==> src/rtl/ps_ureg_file_if.sv <==
// PS-group ureg bus between the ureg decoder (master) and the program-sequencer
// register bank (slave): read/write address, strobes, stack qualifiers and status flags.
interface ps_ureg_file_if #(
    parameter int DATA_W = 16
);
    logic [4:0]        ps_rd_add;
    logic [DATA_W-1:0] ps_rd_data;
    logic [4:0]        ps_wrt_add;
    logic              ps_wrt_en;
    logic [DATA_W-1:0] ps_wrt_data;
    logic              ps_stk_push;
    logic              ps_stk_pop;
    logic              ps_lcntr_dec;
    logic              ps_stk_full;
    logic              ps_stk_empty;
    logic              ps_stk_ovf;
    logic              ps_lcntr_zero;

    modport master (
        output ps_rd_add, ps_wrt_add, ps_wrt_en, ps_wrt_data,
               ps_stk_push, ps_stk_pop, ps_lcntr_dec,
        input  ps_rd_data, ps_stk_full, ps_stk_empty, ps_stk_ovf, ps_lcntr_zero
    );

    modport slave (
        input  ps_rd_add, ps_wrt_add, ps_wrt_en, ps_wrt_data,
               ps_stk_push, ps_stk_pop, ps_lcntr_dec,
        output ps_rd_data, ps_stk_full, ps_stk_empty, ps_stk_ovf, ps_lcntr_zero
    );
endinterface

==> src/rtl/ps_ureg_file.sv <==
// Program-sequencer universal-register bank: MODE1, ASTAT, LCNTR, STKY and a PC stack.
// Reads are combinational from pre-edge state; writes, push, pop and LCNTR decrement commit on clk.
module ps_ureg_file #(
    parameter int DATA_W    = 16,
    parameter int STK_DEPTH = 8
) (
    input logic           clk,
    input logic           reset,
    ps_ureg_file_if.slave ps
);
    localparam int SP_W  = $clog2(STK_DEPTH + 1);
    localparam int IDX_W = $clog2(STK_DEPTH);

    localparam logic [4:0] A_MODE1  = 5'h00;
    localparam logic [4:0] A_ASTAT  = 5'h01;
    localparam logic [4:0] A_PCSTK  = 5'h04;
    localparam logic [4:0] A_PCSTKP = 5'h05;
    localparam logic [4:0] A_LCNTR  = 5'h06;
    localparam logic [4:0] A_STKY   = 5'h07;

    logic [DATA_W-1:0] mode1_q, mode1_d;
    logic [DATA_W-1:0] astat_q, astat_d;
    logic [DATA_W-1:0] lcntr_q, lcntr_d;
    logic [1:0]        stky_q,  stky_d;
    logic [SP_W-1:0]   cnt_q,   cnt_d;
    logic [DATA_W-1:0] stk_q [STK_DEPTH];
    logic [DATA_W-1:0] stk_d [STK_DEPTH];

    logic              empty, full, push, pop, wr_top;
    logic [SP_W-1:0]   cnt_m1;
    logic [IDX_W-1:0]  top_idx, push_idx;
    logic [DATA_W-1:0] top_val, rd_data;
    logic [1:0]        stky_set;

    assign empty    = (cnt_q == '0);
    assign full     = (cnt_q == SP_W'(STK_DEPTH));
    assign cnt_m1   = cnt_q - 1'b1;
    assign top_idx  = cnt_m1[IDX_W-1:0];
    assign push_idx = cnt_q[IDX_W-1:0];
    assign top_val  = empty ? '0 : stk_q[top_idx];

    assign push   = ps.ps_wrt_en && (ps.ps_wrt_add == A_PCSTK) && ps.ps_stk_push;
    assign wr_top = ps.ps_wrt_en && (ps.ps_wrt_add == A_PCSTK) && !ps.ps_stk_push;
    assign pop    = (ps.ps_rd_add == A_PCSTK) && ps.ps_stk_pop;

    always_comb begin
        rd_data = '0;
        case (ps.ps_rd_add)
            A_MODE1:  rd_data = mode1_q;
            A_ASTAT:  rd_data = astat_q;
            A_PCSTK:  rd_data = top_val;
            A_PCSTKP: rd_data = DATA_W'(cnt_q);
            A_LCNTR:  rd_data = lcntr_q;
            A_STKY:   rd_data = {{(DATA_W-2){1'b0}}, stky_q};
            default:  rd_data = '0;
        endcase
    end

    assign ps.ps_rd_data    = rd_data;
    assign ps.ps_stk_full   = full;
    assign ps.ps_stk_empty  = empty;
    assign ps.ps_stk_ovf    = stky_q[0];
    assign ps.ps_lcntr_zero = (lcntr_q == '0);

    always_comb begin
        stk_d    = stk_q;
        cnt_d    = cnt_q;
        stky_set = 2'b00;
        if (push && pop) begin
            // Simultaneous push/pop replaces the top; on an empty stack the pop underflows first.
            if (empty) begin
                stky_set[1] = 1'b1;
                stk_d[0]    = ps.ps_wrt_data;
                cnt_d       = SP_W'(1);
            end else begin
                stk_d[top_idx] = ps.ps_wrt_data;
            end
        end else if (push) begin
            if (full) begin
                stky_set[0] = 1'b1;
            end else begin
                stk_d[push_idx] = ps.ps_wrt_data;
                cnt_d           = cnt_q + 1'b1;
            end
        end else begin
            if (wr_top && !empty) stk_d[top_idx] = ps.ps_wrt_data;
            if (pop) begin
                if (empty) stky_set[1] = 1'b1;
                else       cnt_d = cnt_m1;
            end
        end
    end

    always_comb begin
        mode1_d = (ps.ps_wrt_en && ps.ps_wrt_add == A_MODE1) ? ps.ps_wrt_data : mode1_q;
        astat_d = (ps.ps_wrt_en && ps.ps_wrt_add == A_ASTAT) ? ps.ps_wrt_data : astat_q;
        stky_d  = ((ps.ps_wrt_en && ps.ps_wrt_add == A_STKY) ? ps.ps_wrt_data[1:0] : stky_q)
                  | stky_set;
        // Software write wins over the loop-end decrement; decrement saturates at zero.
        lcntr_d = lcntr_q;
        if (ps.ps_wrt_en && ps.ps_wrt_add == A_LCNTR) lcntr_d = ps.ps_wrt_data;
        else if (ps.ps_lcntr_dec && lcntr_q != '0)     lcntr_d = lcntr_q - 1'b1;
    end

    always_ff @(posedge clk) begin
        if (reset) begin
            mode1_q <= '0;
            astat_q <= '0;
            lcntr_q <= '0;
            stky_q  <= '0;
            cnt_q   <= '0;
            stk_q   <= '{default: '0};
        end else begin
            mode1_q <= mode1_d;
            astat_q <= astat_d;
            lcntr_q <= lcntr_d;
            stky_q  <= stky_d;
            cnt_q   <= cnt_d;
            stk_q   <= stk_d;
        end
    end
endmodule

==> src/flat_wrapper.sv <==
// flat-port wrapper written by rule: the top's interface ports become plain ports
module ps_ureg_file_flat 
#(
    parameter int DATA_W    = 16,
    parameter int STK_DEPTH = 8
)
  (clk, reset, ps_ps_rd_add, ps_ps_wrt_add, ps_ps_wrt_en, ps_ps_wrt_data, ps_ps_stk_push, ps_ps_stk_pop, ps_ps_lcntr_dec, ps_ps_rd_data, ps_ps_stk_full, ps_ps_stk_empty, ps_ps_stk_ovf, ps_ps_lcntr_zero);
  ps_ureg_file_if #(.DATA_W(DATA_W)) ps_i ();
  input logic clk;
  input logic reset;
  input wire logic [$bits(ps_i.ps_rd_add)-1:0] ps_ps_rd_add;
  input wire logic [$bits(ps_i.ps_wrt_add)-1:0] ps_ps_wrt_add;
  input wire logic [$bits(ps_i.ps_wrt_en)-1:0] ps_ps_wrt_en;
  input wire logic [$bits(ps_i.ps_wrt_data)-1:0] ps_ps_wrt_data;
  input wire logic [$bits(ps_i.ps_stk_push)-1:0] ps_ps_stk_push;
  input wire logic [$bits(ps_i.ps_stk_pop)-1:0] ps_ps_stk_pop;
  input wire logic [$bits(ps_i.ps_lcntr_dec)-1:0] ps_ps_lcntr_dec;
  output wire logic [$bits(ps_i.ps_rd_data)-1:0] ps_ps_rd_data;
  output wire logic [$bits(ps_i.ps_stk_full)-1:0] ps_ps_stk_full;
  output wire logic [$bits(ps_i.ps_stk_empty)-1:0] ps_ps_stk_empty;
  output wire logic [$bits(ps_i.ps_stk_ovf)-1:0] ps_ps_stk_ovf;
  output wire logic [$bits(ps_i.ps_lcntr_zero)-1:0] ps_ps_lcntr_zero;
  assign ps_i.ps_rd_add = ps_ps_rd_add;
  assign ps_i.ps_wrt_add = ps_ps_wrt_add;
  assign ps_i.ps_wrt_en = ps_ps_wrt_en;
  assign ps_i.ps_wrt_data = ps_ps_wrt_data;
  assign ps_i.ps_stk_push = ps_ps_stk_push;
  assign ps_i.ps_stk_pop = ps_ps_stk_pop;
  assign ps_i.ps_lcntr_dec = ps_ps_lcntr_dec;
  assign ps_ps_rd_data = ps_i.ps_rd_data;
  assign ps_ps_stk_full = ps_i.ps_stk_full;
  assign ps_ps_stk_empty = ps_i.ps_stk_empty;
  assign ps_ps_stk_ovf = ps_i.ps_stk_ovf;
  assign ps_ps_lcntr_zero = ps_i.ps_lcntr_zero;
  ps_ureg_file #(.DATA_W(DATA_W), .STK_DEPTH(STK_DEPTH)) u_core (.clk(clk), .reset(reset), .ps(ps_i));
endmodule
==> config.mk <==
export PLATFORM = sky130hd
export DESIGN_NAME = ps_ureg_file_flat
export DESIGN_NICKNAME = d
export VERILOG_FILES = /design/src/rtl/ps_ureg_file_if.sv /design/src/rtl/ps_ureg_file.sv /design/src/flat_wrapper.sv
export SDC_FILE = /design/constraint.sdc
export NUM_CORES = 1
export LEC_CHECK = 0
export CAP_MARGIN = 20
export CELL_PAD_IN_SITES_DETAIL_PLACEMENT = 1
export CELL_PAD_IN_SITES_GLOBAL_PLACEMENT = 2
export CORE_ASPECT_RATIO = 1.1
export CORE_UTILIZATION = 35
export DETAILED_ROUTE_END_ITERATION = 10
export PLACE_DENSITY_LB_ADDON = 0.1
export SLEW_MARGIN = 20
export SYNTH_ARGS = -nofsm -noshare
export SYNTH_HDL_FRONTEND = slang
export SYNTH_SLANG_ARGS = --single-unit
==> constraint.sdc <==
create_clock -name clk -period 3.4 [get_ports clk]
set_clock_uncertainty 0.2 [all_clocks]
set_input_delay 0.68 -clock clk [delete_from_list [all_inputs] [get_ports clk]]
set_output_delay 0.68 -clock clk [all_outputs]
set_load 0.005 [all_outputs]
==> results.sh <==
export IMPL_status="finished, violations left"
export IMPL_violations="setup timing"
export IMPL_setup_slack_ps=-103
export IMPL_tritoncts_num_buffers=17
export IMPL_crit_required_ps=2520
export IMPL_grt_overflow=0
export IMPL_ys_seq_area_share_pct=39.4
export IMPL_seq_area_um2=3650
export IMPL_fp_coreArea_um2=26100
export IMPL_p_int_uw=4170
export IMPL_clock_path_buffers=2
export IMPL_synth_cells=945
export IMPL_syn_to_final_growth_pct=27.4
export IMPL_io_pins=52
export IMPL_pwr_share_clk_pct=34.7
export IMPL_drv_slew=0
export IMPL_wl_met2_mm=15.8
export IMPL_drt_vias_per_instance=5.45
export IMPL_synth_async_reset_ratio_pct=0
export IMPL_rows=62
export IMPL_met3_length_mm=1.04
export IMPL_tightest_slew_ps=1060
export IMPL_netlist_area_um2=9260
export IMPL_post_route_period_util_pct=103
export IMPL_hold_violations=0
export IMPL_yosys_most_used_dff="dfxtp_1"
export IMPL_totalWireLength_mm=31.5
export IMPL_setup_viol=8
export IMPL_peakVddDrop_uv=290
export IMPL_switchingPower_uw=1880
export IMPL_crit_type="register to output pin"
export IMPL_yosysWarningCount=0
export IMPL_yosys_cell_types_count=69
export IMPL_grt_pass1_vias=8486
export IMPL_htree_levels=4
export IMPL_dr_pass1_iters=4
export IMPL_die_area_um2=27100
export IMPL_grt_max_degree=46
export IMPL_worstSkewPairLatency_ps=430
export IMPL_swShare_pct=31.1
export IMPL_die_w_um=157
export IMPL_fp_dieH_um=173
export IMPL_final_common_cell="dfxtp_1"
export IMPL_cts_sinks=182
export IMPL_relSlewSlack_pct=29.3
export IMPL_min_period_ps=3500
export IMPL_cts_hold_buf=0
export IMPL_grt_pass1_wl_mm=48.5
export IMPL_start_kind="register"
export IMPL_vias=7712
export IMPL_fillers=2912
export IMPL_antenna_found_initial=0
export IMPL_placedCellCount=1360
export IMPL_maxCapViolCount=0
export IMPL_place_ws_ps=-304
export IMPL_finalNetCount=1086
export IMPL_synth_nets=982
export IMPL_ant_nets=0
export IMPL_drc_errors=0
export IMPL_arrival_ps=2620
export IMPL_start_util_pct=35.5
export IMPL_path_clk_slew_ps=70
export IMPL_powerDensity_nw_per_um2=513
export IMPL_drt_initial_drc_count=410
export IMPL_wl_per_cell_um=22.3
export IMPL_p_leak_uw=0.00497
export IMPL_dp_hpwl_mm=22.4
export IMPL_end_kind="output pin"
export IMPL_pwr_share_seq_pct=39.3
export IMPL_finalWeightedCongestion=0.911
export IMPL_setup_tns_ps=-464
export IMPL_fmax_ghz=0.285
export IMPL_top_layer_used="met4"
export IMPL_num_antenna_cells=0
export IMPL_track_usage_pct=23.7
export IMPL_multi_input_area_um2=5560
export IMPL_rsz0062_at_grt="yes"
export IMPL_place_area_um2=10700
export IMPL_root_buffer="clkbuf_16"
export IMPL_wl_met1_mm=14.1
export IMPL_avgSynthCellArea_um2=9.80
export IMPL_power_frac_comb_pct=26.0
export IMPL_final_cell_area_um2=11800
export IMPL_finalNonFillerCells=1414
export IMPL_hold_path_class="register to register"
export IMPL_final_cell_mix="dfxtp_1 (178), mux2i_1 (155), nand2b_1 (130)"
export IMPL_tritoncts="yes"
export IMPL_drive_gt1_share_pct=23.1
export IMPL_synth_ff_latch_count=182
export IMPL_portBuffers=51
export IMPL_worstPathMaxFanout=6
export IMPL_synth_edf_count=0
## final cells by class
cell class | count | area share [%]
Timing Repair Buffer | 156 | 12.6
Clock inverter | 12 | 1.26
Inverter | 7 | 0.308
Tap cell | 352 | 3.73
Clock buffer | 20 | 3.96
Sequential cell | 182 | 31.0
Multi-Input combinational cell | 685 | 47.2
## cell usage after synthesis (3+ instances only)
master | number | share of area [%]
nor3_2 | 4 | 0.43
a221oi_1 | 10 | 0.95
nand2_1 | 27 | 1.1
or3_1 | 6 | 0.41
or3b_1 | 3 | 0.28
a222oi_1 | 15 | 1.6
nand2b_1 | 130 | 8.8
a22o_1 | 3 | 0.28
o22a_1 | 4 | 0.38
buf_1 | 4 | 0.16
nor4_1 | 9 | 0.61
dfxtp_1 | 182 | 39
ha_1 | 5 | 0.68
buf_4 | 3 | 0.24
xnor2_1 | 10 | 0.95
mux2i_1 | 157 | 17
buf_2 | 14 | 0.76
nor2b_1 | 9 | 0.61
mux2_2 | 12 | 1.5
a311oi_1 | 5 | 0.47
a211oi_1 | 13 | 1.1
o21ai_0 | 42 | 2.3
nor3b_1 | 4 | 0.32
mux4_2 | 14 | 3.4
buf_6 | 6 | 0.73
nor2_1 | 64 | 2.6
a21oi_1 | 30 | 1.6
a22oi_1 | 13 | 1.1
inv_1 | 6 | 0.24
or4_1 | 3 | 0.24
clkbuf_1 | 44 | 1.8
nor3_1 | 12 | 0.65
a31oi_1 | 5 | 0.34
nand3_1 | 30 | 1.6
## path summary, 6_finish.rpt
path               startpoint           endpoint  slack [ps]  cells after the start
max           u_core.cnt_q[0]  ps_ps_rd_data[13]        -100                     10
min          u_core.stk_q[83]   u_core.stk_q[83]         270                      2
max reg2reg   u_core.cnt_q[0]  u_core.stk_q[116]         570                      9
min reg2reg  u_core.stk_q[83]   u_core.stk_q[83]         270                      2
## layer usage
metal	track usage [%]	vias up
li1	-	3643
met1	29.4	3920
met2	41.1	111
met3	4.69	38
met4	7.32	0
met5	0	-
## power by group through the flow
stage                     registers, uW  logic [uW]  clock network, uW
after CTS                          2370        1530               2140
after global placement             2410        1390                  0
after floorplan                    2360         902                  0
after global routing               2390        1690               2220
final                              2380        1580               2100
after detailed placement           2420        1420                  0
## through the flow
| stage | utilization [%] | total power [uW] | hold WS, ps |
|---|---|---|---|
| after CTS | 44.5 | 6040 | 279 |
| after floorplan | - | 3260 | 246 |
| after detailed placement | 41.0 | 3840 | 266 |
| after global placement | 41.0 | 3810 | 256 |
| final | 45.3 | 6050 | 273 |
| after global routing | 45.3 | 6310 | 302 |
## critical path, cell delays in order, from the launching register on
cell and delay (ps):
dfxtp_4 370, inv_6 60, ha_4 170, xor2_4 250, buf_12 150, buf_12 110, buf_12 110, mux4_2 560
a22oi_2 200, nand2_1 70, buf_2 140
## registers in the layout, summed over array words and instances (netlist names)
register,flops
u_core.astat_q,16
u_core.cnt_q,4
u_core.lcntr_q,16
u_core.mode1_q,16
u_core.stk_q,128
u_core.stky_q,2
## what timing repair did
| item | in CTS | in global routing |
|---|---|---|
| setup endpoints to repair | 17 | 17 |
| cloned | 0 | 0 |
| buffers inserted | 12 | 12 |
| resized for setup | 122 | 32 |
| pin swaps | 22 | 27 |
## cells by family after synthesis
family	after synthesis	synth area share, %
simple gates	321	20.1
mux	183	21.8
flops	182	39.4
compound gates	165	13.1
buf+inv	78	3.96
xor+xnor	11	1.04
fa+ha+maj	5	0.676
Power figures use the tool's default switching activity.
